**src/rtl/uart_rx.sv**
```systemverilog
// uart_rx: 8N1 UART receiver. It is the receive-side partner of the 8N1 transmitter and uses the same baud parameters.
//   The serial input passes through a 2-flop synchroniser.
//   A start bit counts only if the line is still low at half a bit.
//   It then samples 8 data bits, LSB first, at mid-bit.
//   Finally it checks the stop bit.
//   A good byte gives a one-cycle axiov pulse. A bad stop bit gives a one-cycle frame_err pulse.
// Ports:
//   clk       system clock
//   rst       asynchronous reset, active low
//   rxd       serial line, idle high, asynchronous to clk
//   axiod     last good byte; LSB is the first data bit received
//   axiov     one-cycle pulse; axiod is valid in that cycle
//   frame_err one-cycle pulse; the stop bit was sampled as 0
//   busy      high whenever the FSM is not in IDLE
// Optional feature: define UART_RX_MAJORITY_EN to use 3-sample majority voting.
//   Each bit becomes the majority of the samples at the nominal point -1, 0 and +1.
//   Decisions move one cycle later, so axiov arrives one cycle later.
//   This mode needs CYCLES_PER_BIT >= 4.
module uart_rx #(
  parameter int BAUD    = 9600,
  parameter int CLK_FRQ = 100_000_000
) (
  input  logic       clk,
  input  logic       rst,
  input  logic       rxd,
  output logic [7:0] axiod,
  output logic       axiov,
  output logic       frame_err,
  output logic       busy
);

  localparam int CYCLES_PER_BIT = CLK_FRQ / BAUD;
  localparam int HALF_BIT       = CYCLES_PER_BIT / 2;
  localparam int CW             = $clog2(CYCLES_PER_BIT + 1);
  localparam logic [CW-1:0] FULL_C = CW'(CYCLES_PER_BIT);
  localparam logic [CW-1:0] HALF_C = CW'(HALF_BIT);
  localparam logic [CW-1:0] ONE_C  = CW'(1);

  typedef enum logic [2:0] {IDLE, START, DATA, STOP, WAIT_IDLE} state_t;

  state_t        state, state_nxt;
  logic [CW-1:0] count, count_nxt;
  logic [2:0]    idx, idx_nxt;
  logic [7:0]    shift, shift_nxt, axiod_nxt;
  logic          axiov_nxt, frame_err_nxt;
  logic          sync0, rxd_s;
  logic          hit, decide, bit_val;

  // Two-flop synchroniser. It resets to the idle (high) level, so reset never fakes a start bit.
  always_ff @(posedge clk or negedge rst) begin
    if (!rst) begin
      sync0 <= 1'b1;
      rxd_s <= 1'b1;
    end else begin
      sync0 <= rxd;
      rxd_s <= sync0;
    end
  end

  // hit marks the nominal sample point of the current bit.
  always_comb begin
    hit = 1'b0;
    case (state)
      START:      hit = (count == HALF_C);
      DATA, STOP: hit = (count == FULL_C);
      default:    hit = 1'b0;
    endcase
  end

`ifdef UART_RX_MAJORITY_EN
  // The bit decision waits one cycle after the nominal point, so the +1 sample exists.
  // The counter keeps running from the nominal point, so bit timing does not drift.
  logic rxd_p, rxd_pp, hit_d;
  always_ff @(posedge clk or negedge rst) begin
    if (!rst) begin
      rxd_p  <= 1'b1;
      rxd_pp <= 1'b1;
      hit_d  <= 1'b0;
    end else begin
      rxd_p  <= rxd_s;
      rxd_pp <= rxd_p;
      hit_d  <= hit;
    end
  end
  assign decide  = hit_d;
  assign bit_val = (rxd_s & rxd_p) | (rxd_s & rxd_pp) | (rxd_p & rxd_pp);
`else
  assign decide  = hit;
  assign bit_val = rxd_s;
`endif

  always_comb begin
    state_nxt     = state;
    count_nxt     = count;
    idx_nxt       = idx;
    shift_nxt     = shift;
    axiod_nxt     = axiod;
    axiov_nxt     = 1'b0;
    frame_err_nxt = 1'b0;
    // The bit counter restarts at each sample point, so later samples stay at mid-bit.
    if (state == START || state == DATA || state == STOP)
      count_nxt = hit ? ONE_C : count + ONE_C;
    case (state)
      IDLE: if (!rxd_s) begin
        state_nxt = START;
        count_nxt = ONE_C;
      end
      START: if (decide) begin
        if (!bit_val) begin
          state_nxt = DATA;
          idx_nxt   = 3'd0;
        end else begin
          // The line went high again before half a bit: treat it as a glitch.
          state_nxt = IDLE;
          count_nxt = '0;
        end
      end
      DATA: if (decide) begin
        shift_nxt[idx] = bit_val;
        if (idx == 3'd7) state_nxt = STOP;
        else             idx_nxt   = idx + 3'd1;
      end
      STOP: if (decide) begin
        count_nxt = '0;
        if (bit_val) begin
          axiod_nxt = shift;
          axiov_nxt = 1'b1;
          state_nxt = IDLE;
        end else begin
          frame_err_nxt = 1'b1;
          state_nxt     = WAIT_IDLE;
        end
      end
      // A break (line held low) must go high before the receiver re-arms.
      WAIT_IDLE: if (rxd_s) state_nxt = IDLE;
      default: state_nxt = IDLE;
    endcase
  end

  always_ff @(posedge clk or negedge rst) begin
    if (!rst) begin
      state     <= IDLE;
      count     <= '0;
      idx       <= '0;
      shift     <= '0;
      axiod     <= '0;
      axiov     <= 1'b0;
      frame_err <= 1'b0;
    end else begin
      state     <= state_nxt;
      count     <= count_nxt;
      idx       <= idx_nxt;
      shift     <= shift_nxt;
      axiod     <= axiod_nxt;
      axiov     <= axiov_nxt;
      frame_err <= frame_err_nxt;
    end
  end

  assign busy = (state != IDLE);

endmodule

```
**config.mk**
```make
export PLATFORM = sky130hd
export DESIGN_NAME = uart_rx
export DESIGN_NICKNAME = d
export VERILOG_FILES = /design/src/rtl/uart_rx.sv
export SDC_FILE = /design/constraint.sdc
export NUM_CORES = 1
export LEC_CHECK = 0
export BUFFER_PORTS_ARGS = -buffer_cell sky130_fd_sc_hd__buf_2
export CAP_MARGIN = 20
export CORE_MARGIN = 2
export CORE_UTILIZATION = 50
export DETAILED_ROUTE_END_ITERATION = 10
export PLACE_DENSITY = 0.68
export SKIP_LAST_GASP = 1
export SLEW_MARGIN = 10
export SYNTH_ARGS = -nofsm -noshare
export SYNTH_HDL_FRONTEND = slang
export SYNTH_SLANG_ARGS = --single-unit
```
**constraint.sdc**
```tcl
create_clock -name clk -period 2.15 [get_ports clk]
set_clock_uncertainty 0.05 [all_clocks]
set_input_delay 0.43 -clock clk [delete_from_list [all_inputs] [get_ports clk]]
set_output_delay 0.43 -clock clk [all_outputs]
set_load 0.005 [all_outputs]
```
==> metrics, run 1 <==
area share of the largest cell type after synthesis 48.47%; clk_lat worst skew 0.30 ns; fillcell total 306; Core ar. 3716 sq um; Synth cell types 38; run status complete, but fails checks; Root Driver clkbuf_8; crit path cell chain buf_4 -> and4bb_2 -> nand4_1 -> a211o_1 -> nor2_4 -> buf_12 -> mux2_2; worst reg2reg path endpoint axiod[1]$_DFFE_PN0P_; Tot GR Track Use 20.86%; r2r setup slk -0.02 ns; slew margin rel. 66.65%; post-synth top area cell dfrtp_1; CP peak stage delay 0.41 ns; Yosys reg bits 40; first-pass GRT wire length 6.796 mm; ANT nets after route 0; CTS sink cnt 40; Post-Route WL 3.912 mm; pin count of the biggest net entering global routing 41; routability cong. 0.8775; CTS H-tree depth 2; minimum clock period 2.174 ns; CP max stage cell a211o_1; CTS tree done; Mean Syn Cell Area 10.90 sq um; met3 WL post-DR 162 um; failing checks negative setup slack; power per cell area 595.3 nW/um^2; n_diodes 0; Die Footprint 4441 sq um; Routed WL per cell 14.99 um; vias in the first global route 1431; drt first pass iters 4; cell count after synthesis 180; crit path DAT 2.32 ns; cells on worst reg2reg path 7; Crit Reg-Reg Startpoint count[12]$_DFF_PN0_; area of the multi-input gates 913.4 sq um; via density per instance 5.460; MaxCap Viol Count 0; initial antenna violation count 0; Overflow after GRT 0; WL met2 1.845 mm; Die W 66.64 um; post-synthesis sequential area ratio 51.15%; Num CTS Buffers 5; top layer in use met4; DP Wirelength 2.739 mm; Die H 66.64 um; fmax 460.0 MHz; Final #Nets 219; ranking of synthesized cells by area dfrtp_1 (48%), mux2_2 (10%), nor2_1 (5.0%), xnor2_1 (3.6%), dfstp_2 (2.7%); Initial Utilization 52.79%; Leak 0.001086 uW; Pins Over Slew Limit 0; Mapped Area 1962 sq um; DR iter-0 viols 107; Worst-path clk slew 0.08 ns; # port buffers 13; Fin. Hold Viols 0; Worst-Margin Slew 0.5002 ns; Vias 1425; Tightest Hold Check Type primary input to async pin; net count after synthesis 187; critical path required time 2.29 ns; RSZ-0062 raised after global routing yes; layout cells sized above 1 31.46%; Max clock buf depth 2; Design Power 1397 uW; Layout area overhead 19.64%; VDD IR max 0.3369 mV; Final Cycle Share 101.1%; Buf+Inv Stages, Crit Path 2; # IOs 14; CP max FO 8; Post-Route M1 WL 1.799 mm; FP Rows 22; critical path class flip-flop to flip-flop; Setup TNS -0.08625 ns; Worst Setup End Kind flip-flop; setup ws final -0.02371 ns; Reg area 1003 sq um; Ys Warns 0; minimum hold slack 0.1285 ns; final setup fails 4; Startpoint Class flip-flop; crit-path leading delay family simple AND/OR/NAND/NOR gates; CTS Hold Buffers Added 0; DRC Markers 0
## metrics by stage
stage / setup WS, ns / instances / cell area [sq um] / utilization, %
3_3_place_gp: -0.02343 / 249 / 2178 / 58.62
4_1_cts: -0.01729 / 259 / 2332 / 62.76
2_1_floorplan: -0.01108 / 180 / 1969 / -
3_5_place_dp: -0.08896 / 249 / 2178 / 58.62
6_report: -0.02371 / 261 / 2347 / 63.17
5_1_grt: -0.1077 / 261 / 2347 / 63.17
## where the power goes
part	total, uW	switching (uW)	internal, uW
combinational	19.5	15.6	3.89
sequential	760	4.98	755
clock	618	274	343
## area by class of cell
type | instances | area share, %
inverters | 7 | 1.119
clock inverters | 3 | 1.812
multi-input cells | 126 | 38.91
flip-flops and latches | 40 | 42.75
well taps | 48 | 2.559
repair buffers | 32 | 9.915
clock buffers | 5 | 2.932
## worst max-delay path by stage
stage	start	end	slack, ns	cells after the start
after global placement	count[5]$_DFF_PN0_	axiod[4]$_DFFE_PN0P_	-0.02	5
after CTS	count[5]$_DFF_PN0_	axiod[6]$_DFFE_PN0P_	-0.02	6
final	count[12]$_DFF_PN0_	axiod[1]$_DFFE_PN0P_	-0.02	7
after global routing	count[5]$_DFF_PN0_	axiod[3]$_DFFE_PN0P_	-0.11	6
after detailed placement	count[5]$_DFF_PN0_	axiod[5]$_DFFE_PN0P_	-0.09	5
after floorplan	count[5]$_DFF_PN0_	axiod[0]$_DFFE_PN0P_	-0.01	5
## per-layer routing
layer  global-route usage, %  vias up
met5                       0        -
met4                   9.949        0
met1                   26.59      688
li1                        -      697
met2                   32.38       30
met3                   6.250       10
## cells in the mapped netlist, drive strengths merged
master and count:
and3 4, nor3 4, and4bb 1, nor2b 2
nor4 3, clkbuf 2, nor2 27, xor2 3
o2111a 1, xnor2 8, nand2 14, a22o 1
a311o 1, mux2 18, nand2b 1, nand3 8
nand4 6, inv 7, or3 1, or4b 1
dfrtp 38, o211a 1, o21ba 1, nand4b 5
a211o 1, mux2i 2, o21ai 2, ha 4
buf 5, nand3b 1, o22ai 1, dfstp 2
a211oi 1, a21oi 3
## kinds of logic after synthesis
family / synth area share, %
and+or+nand+nor: 20.98
DFF: 51.15
muxes: 11.35
buffers and inverters: 3.444
AOI/OAI and AO/OA: 5.612
xor gates and xnor gates: 4.911
adders and majority gates: 2.551
## registers in the layout, indices dropped and copies added, names as in the netlist
register	cells
axiov	1
frame_err	1
count	14
state	3
sync0	1
axiod	8
bit_val	1
shift	8
idx	3
## what timing repair did
action                     in CTS  in global routing
buffers inserted                2                  2
setup endpoints to repair      12                 19
gates resized for setup         4                  0
pin swaps                       4                  0
## layout by cell type, fill, tap and decap left out, types with 2 or more instances in the layout
cell type / n
ha_1: 4
buf_4: 17
mux2i_1: 2
a21oi_1: 3
xor2_1: 3
dfrtp_1: 38
nand3_1: 8
nor3_1: 4
xnor2_1: 8
nand2_1: 14
nor2_1: 26
nor4_1: 2
buf_12: 2
clkbuf_8: 5
dfstp_2: 2
and3_1: 4
mux2_2: 14
inv_1: 7
nand4_1: 6
o21ai_0: 2
mux2_4: 4
buf_2: 13
nand4b_1: 5
No activity file was read; power rests on OpenSTA's default activity.
==> run 2: changes to the inputs <==
Settings changed: TNS_END_PERCENT set to 10.
==> run 2 against run 1 <==
- the flow still finishes with violations (negative setup slack)
- first-iteration DRC count shrank 33%
- global-route usage grew 0.68 points
- via count grew 3.4%
- die area is the same
- total power shrank 1.6%
- critical path type unchanged
- largest cell class unchanged
==> metrics, run 2 (synthesis results as in run 1) <==
crit path DAT 2.32 ns (about the same); power per cell area 583.7 nW/um^2 (-1.9%); ANT nets after route 0 (unchanged); failing checks negative setup slack; drt first pass iters 4 (unchanged); slew margin rel. 59.37% (-7.3 points); r2r setup slk -0.04 ns (-0.02 ns); fmax 455.9 MHz (-0.91%); Leak 0.001090 uW (+0.38%); n_diodes 0 (unchanged); worst slack, placed -0.08460 ns (+0.004365 ns); Core ar. 3716 sq um (unchanged); VDD IR max 0.3887 mV (+15%); Post-Route WL 4.102 mm (+4.9%); CTS H-tree depth 2 (unchanged); final setup fails 8 (+4); critical path class flip-flop to flip-flop; CP max FO 7 (-1); CTS Hold Buffers Added 0 (unchanged); Worst-Margin Slew 0.6094 ns (+0.1092 ns); first-pass GRT wire length 6.989 mm (+2.8%); Startpoint Class flip-flop; Final Cycle Share 102.0% (+0.93 points); Num CTS Buffers 5 (unchanged); Vias 1474 (+3.4%); most frequent cells in the layout dfrtp_1 (38), nor2_1 (26), buf_4 (16); MaxCap Viol Count 0 (unchanged); # IOs 14 (unchanged); Pins Over Slew Limit 0 (unchanged); RSZ-0062 raised after global routing yes; # port buffers 13 (unchanged); minimum hold slack 0.09520 ns (-0.03329 ns); layout cells sized above 1 31.46% (unchanged); commonest non-fill, non-tap cell in the layout dfrtp_1; clk_lat worst skew 0.29 ns (about the same); largest reg by FF count count; Overflow after GRT 0 (unchanged); max FFs per register 14 (unchanged); critical path required time 2.28 ns (about the same); Die W 66.64 um (unchanged); DP Wirelength 2.859 mm (+4.4%); DRC Markers 0 (unchanged); Root Driver clkbuf_8; FP Rows 22 (unchanged); vias in the first global route 1469 (+2.7%); Fin. Hold Viols 0 (unchanged); initial antenna violation count 0 (unchanged); minimum clock period 2.194 ns (+0.01992 ns); cells on worst reg2reg path 6 (-1); Design Power 1375 uW (-1.6%); Crit Reg-Reg Startpoint state[1]$_DFFE_PN0P_; Placed Instances 251 (+0.80%); DR iter-0 viols 72 (-33%); Die H 66.64 um (unchanged); run status complete, but fails checks; Initial Utilization 52.79% (unchanged); setup ws final -0.04363 ns (-0.01992 ns); Post-Layout Cell Count 261 (unchanged); fillcell total 313 (+2.3%); routability cong. 0.8141 (-7.2%); Routed WL per cell 15.72 um (+4.9%); pin count of the biggest net entering global routing 28 (-32%); Tot GR Track Use 21.54% (+0.68 points); Die Footprint 4441 sq um (unchanged); worst reg2reg path endpoint axiod[6]$_DFFE_PN0P_; Tightest Hold Check Type primary input to async pin; Worst Setup End Kind flip-flop; Largest regs count (14), axiod (8), shift (8); Final #Nets 219 (unchanged); Reg area 1003 sq um (unchanged); Worst-path clk slew 0.07 ns (about the same); Layout area overhead 20.09%; Max clock buf depth 2 (unchanged); area of the multi-input gates 922.1 sq um (+0.96%); CTS sink cnt 40 (unchanged); via density per instance 5.648 (+3.4%); CTS tree done
[run 2: cell types whose count changed in the layout (fill, tap and decap cells not counted)]
cell / delta
buf_6: +1
buf_4: -1
a211o_1: -1
a211o_4: +1
clkinvlp_4: -1
clkbuf_1: +1
[run 2: what timing repair did]
action	in CTS	in global routing
setup buffers	2	0
setup endpoints to repair	9	20
resized for setup	5	1
pin swaps	3	2
[run 2: cell type report]
type | count | share of cell area (%)
Clock buffer | 6 | 3.080
Clock inverter | 2 | 1.487
Inverter | 7 | 1.115
Multi-Input combinational cell | 126 | 39.14
Sequential cell | 40 | 42.59
Tap cell | 48 | 2.549
Timing Repair Buffer | 32 | 10.04
[run 2: worst max-delay path, stage by stage, from the launching register on]
cell and delay [ns]:
dfrtp_1 0.38, nor2b_4 0.13, or4b_4 0.55, a211o_4 0.39, nor2_4 0.12, buf_12 0.14
mux2_2 0.32
[run 2: worst max path at each step]
stage / from / end / depth (start not counted)
2_1_floorplan: count[5]$_DFF_PN0_ / axiod[0]$_DFFE_PN0P_ / 5
3_3_place_gp: count[5]$_DFF_PN0_ / axiod[2]$_DFFE_PN0P_ / 5
3_5_place_dp: count[5]$_DFF_PN0_ / axiod[0]$_DFFE_PN0P_ / 5
4_1_cts: state[1]$_DFFE_PN0P_ / axiod[5]$_DFFE_PN0P_ / 6
5_1_grt: count[12]$_DFF_PN0_ / axiod[5]$_DFFE_PN0P_ / 7
6_report: state[1]$_DFFE_PN0P_ / axiod[6]$_DFFE_PN0P_ / 6
[run 2: per-layer routing]
metal / vias to the layer above / global-route usage, % / share of wire [%]
li1: 693 / - / -
met1: 738 / 28.32 / 45
met5: - / 0 / 0
met2: 34 / 33.75 / 49
met4: 0 / 9.694 / 2.2
met3: 9 / 5.068 / 3.8
[run 2: per-stage QoR]
step                      utilization [%]   TNS, ns  cell area, sq um
final                               63.40   -0.2058              2356
after global routing                63.40    -1.082              2356
after CTS                           63.30  -0.09176              2352
after detailed placement            59.02   -0.6408              2193
after global placement              59.02   -0.3795              2193
after floorplan                         -   -0.2860              1969
[run 2: power by group]
part,total (uW),leakage [uW],switching [uW],internal [uW]
Sequential,760,0.000532,4.78,755
Clock,593,0.0000552,249,344
Combinational,21.9,0.000502,16.9,5.04
==> run 3: changes to the inputs <==
Settings changed: ABC_AREA set to 1, PLACE_DENSITY 0.68 to 0.67, REMOVE_ABC_BUFFERS set to 1.
==> run 3 against run 2 <==
- the flow now finishes without violations
- maximum frequency is 15% higher
- hold slack gained 0.045 ns
- combinational power rose by 10%
- sequential share of layout area increased by 0.30 points
- synthesized area is 7.2% higher
- register-to-register slack improved by 0.28 ns
- die area is 6.8% higher
- design area fell by 0.69%
- routed wire length decreased by 5.4%
- critical path type unchanged
- critical endpoint is now count[5]$_DFF_PN0_
- largest cell class unchanged
==> metrics, run 3 <==
Post-Route WL 3.881 mm (-5.4%); routability cong. 0.8535 (+4.8%); first-pass GRT wire length 6.706 mm (-4.0%); Tightest Hold Check Type primary input to async pin; critical path required time 2.26 ns (-0.02 ns); Setup TNS 0 ns (+0.2058 ns); max FFs per register 14 (unchanged); fmax 523.5 MHz (+15%); post-synthesis xor/xnor area fraction 2.082% (-2.8 points); Max clock buf depth 2 (unchanged); CP max FO 15 (+8); drt first pass iters 4 (unchanged); pin count of the biggest net entering global routing 41 (+46%); Worst Setup End Kind flip-flop; Placed Area 2217 sq um (+1.1%); ranking of synthesized cells by area dfrtp_1 (45%), nand2_1 (14%), nor2_1 (6.2%), inv_1 (5.4%), nand3_1 (3.3%); MaxCap Viol Count 0 (unchanged); Num CTS Buffers 5 (unchanged); top-count cell post-synth nand2_1; Die H 68.86 um (+3.3%); Post-Synth Simple-Gate Area 34.32% (+13 points); final setup fails 0 (-8); run status complete, no violations; crit path DAT 2.02 ns (-0.30 ns); largest reg by FF count count; Initial Utilization 52.20% (-0.59 points); # IOs 14 (unchanged); CTS tree done; Tot GR Track Use 19.00% (-2.5 points); RSZ-0062 raised after global routing yes; Final #Nets 289 (+32%); minimum clock period 1.910 ns (-0.2835 ns); largest family of logic cells by synthesized area simple AND/OR/NAND/NOR gates; Final Cycle Share 88.84% (-13 points); Root Driver clkbuf_8; CTS sink cnt 40 (unchanged); post-route cell area 2340 sq um (-0.69%); post-synthesis sequential area ratio 47.71% (-3.4 points); power per cell area 601.5 nW/um^2 (+3.0%); via density per instance 4.868 (-14%); Worst-Margin Slew 0.5543 ns (-0.05508 ns); Startpoint Class flip-flop; fillcell total 394 (+26%); Crit Reg-Reg Startpoint count[0]$_DFF_PN0_; Fin. Hold Viols 0 (unchanged); vias in the first global route 1509 (+2.7%); n_diodes 0 (unchanged); Routed WL per cell 11.65 um (-26%); CTS resizes 0 (-5); critical path class flip-flop to flip-flop; Commonest cells post-synth nand2_1 (80), dfrtp_1 (38), nor2_1 (35); commonest non-fill, non-tap cell in the layout nand2_1; Ys Warns 0 (unchanged); Leak 0.001208 uW (+11%); Pins Over Slew Limit 0 (unchanged); Layout area overhead 11.24%; Largest regs count (14), axiod (8), shift (8); ANT nets after route 0 (unchanged); Mean Syn Cell Area 7.967 sq um (-27%); Die Footprint 4741 sq um (+6.8%); post-synth top area cell dfrtp_1; Crit. Startpoint count[0]$_DFF_PN0_; Post-CTS Setup Bufs 0 (-2); Die W 68.86 um (+3.3%); asr flop ratio synth 100.0% (unchanged); DRC Markers 0 (unchanged); area share of the largest cell type after synthesis 45.21% (-3.3 points); Yosys reg bits 40 (unchanged); Synth Area in Compound Gates 6.544% (+0.93 points); slew margin rel. 62.91% (+3.5 points); DP Wirelength 2.791 mm (-2.4%); Worst-path clk slew 0.09 ns (+0.02 ns); VDD IR max 0.3824 mV (-1.6%); Overflow after GRT 0 (unchanged); FP Rows 23 (+4.5%); Mapped Area 2103 sq um (+7.2%); number of flops mapped to enable cells by yosys 0 (unchanged); Vias 1621 (+10%); multiplexer share of the synthesized area 0% (-11 points); CTS H-tree depth 2 (unchanged); ys flop type dfrtp_1; most frequent cells in the layout nand2_1 (80), dfrtp_1 (38), nor2_1 (35); Core ar. 4029 sq um (+8.4%); initial antenna violation count 0 (unchanged); CTS Hold Buffers Added 0 (unchanged); layout cells sized above 1 16.25% (-15 points); cell count after synthesis 264 (+47%); # port buffers 13 (unchanged); Post-Synth Adder-Cell Area 2.380% (-0.17 points); DR iter-0 viols 81 (+13%); Synth cell types 30 (-21%); clk_lat worst skew 0.29 ns (about the same)
==> run 3: changes by cell type after synthesis, moves of 5 or more <==
cell,previous run,this run
nor2_1,26,35
o21ai_1,0,6
o21a_1,0,7
nand3_1,8,14
nand4b_1,5,0
xnor2_1,8,0
mux2_2,18,0
inv_1,7,30
nand2_1,14,80
==> run 3: cells by family after synthesis <==
group,after synthesis
adders and majority gates,4
AOI/OAI and AO/OA,23
and+or+nand+nor,157
buffers and inverters,35
xor gates and xnor gates,5
DFF,40
==> run 3: final timing paths <==
kind	endpoint	slack [ns]	depth (start not counted)
setup / recovery	count[5]$_DFF_PN0_	0.24	9
hold / removal	axiov$_DFF_PN0_	0.14	2
setup reg to reg	count[5]$_DFF_PN0_	0.24	9
hold reg to reg	bit_val$_DFF_PN1_	0.31	0
max in group asynchronous	bit_val$_DFF_PN1_	1.54	2
min in group clk	sync0$_DFF_PN1_	0.18	1
==> run 3: area by class of cell <==
| type | count | area [sq um] | share of cell area [%] |
|---|---|---|---|
| flip-flops and latches | 40 | 1003 | 42.89 |
| clock buffers | 5 | 68.82 | 2.941 |
| well taps | 50 | 62.56 | 2.674 |
| clock inverters | 3 | 46.29 | 1.979 |
| multi-input cells | 189 | 960.9 | 41.07 |
| repair buffers | 14 | 72.57 | 3.102 |
| inverters | 32 | 125.1 | 5.348 |
==> run 3: layer usage <==
metal | wire (um) | global-route usage, %
met2 | 1647 | 27.88
met3 | 144 | 4.870
met4 | 46 | 5.392
met5 | 0 | 0
met1 | 2043 | 27.62
==> run 3: power by group <==
group	leakage (uW)	total (uW)	internal, uW	switching, uW
logic	0.000621	24.1	3.21	20.9
registers	0.000532	755	755	0.398
clock network	0.0000548	628	350	278
==> run 3: per-stage QoR <==
stage | instances | hold WS (ns) | power, uW | utilization [%] | worst slack (ns)
after floorplan | 261 | 0.08441 | 776.0 | - | 0.4568
after global placement | 325 | 0.2957 | 795.7 | 55.03 | 0.3015
after detailed placement | 325 | 0.2970 | 795.5 | 55.03 | 0.2160
after CTS | 333 | 0.1521 | 1429 | 57.89 | 0.1978
after global routing | 333 | 0.1674 | 1463 | 58.07 | -0.01777
final | 333 | 0.1399 | 1407 | 58.07 | 0.2399
==> run 3: worst max-delay path, stage by stage (launching register included) <==
cell and delay (ns):
dfrtp_1 0.43, inv_1 0.09, ha_1 0.14, nand2_1 0.05, nor2_1 0.12, nand2_2 0.07, nor2_4 0.11, nand3_4 0.21
nand2_1 0.41, nor2_1 0.10
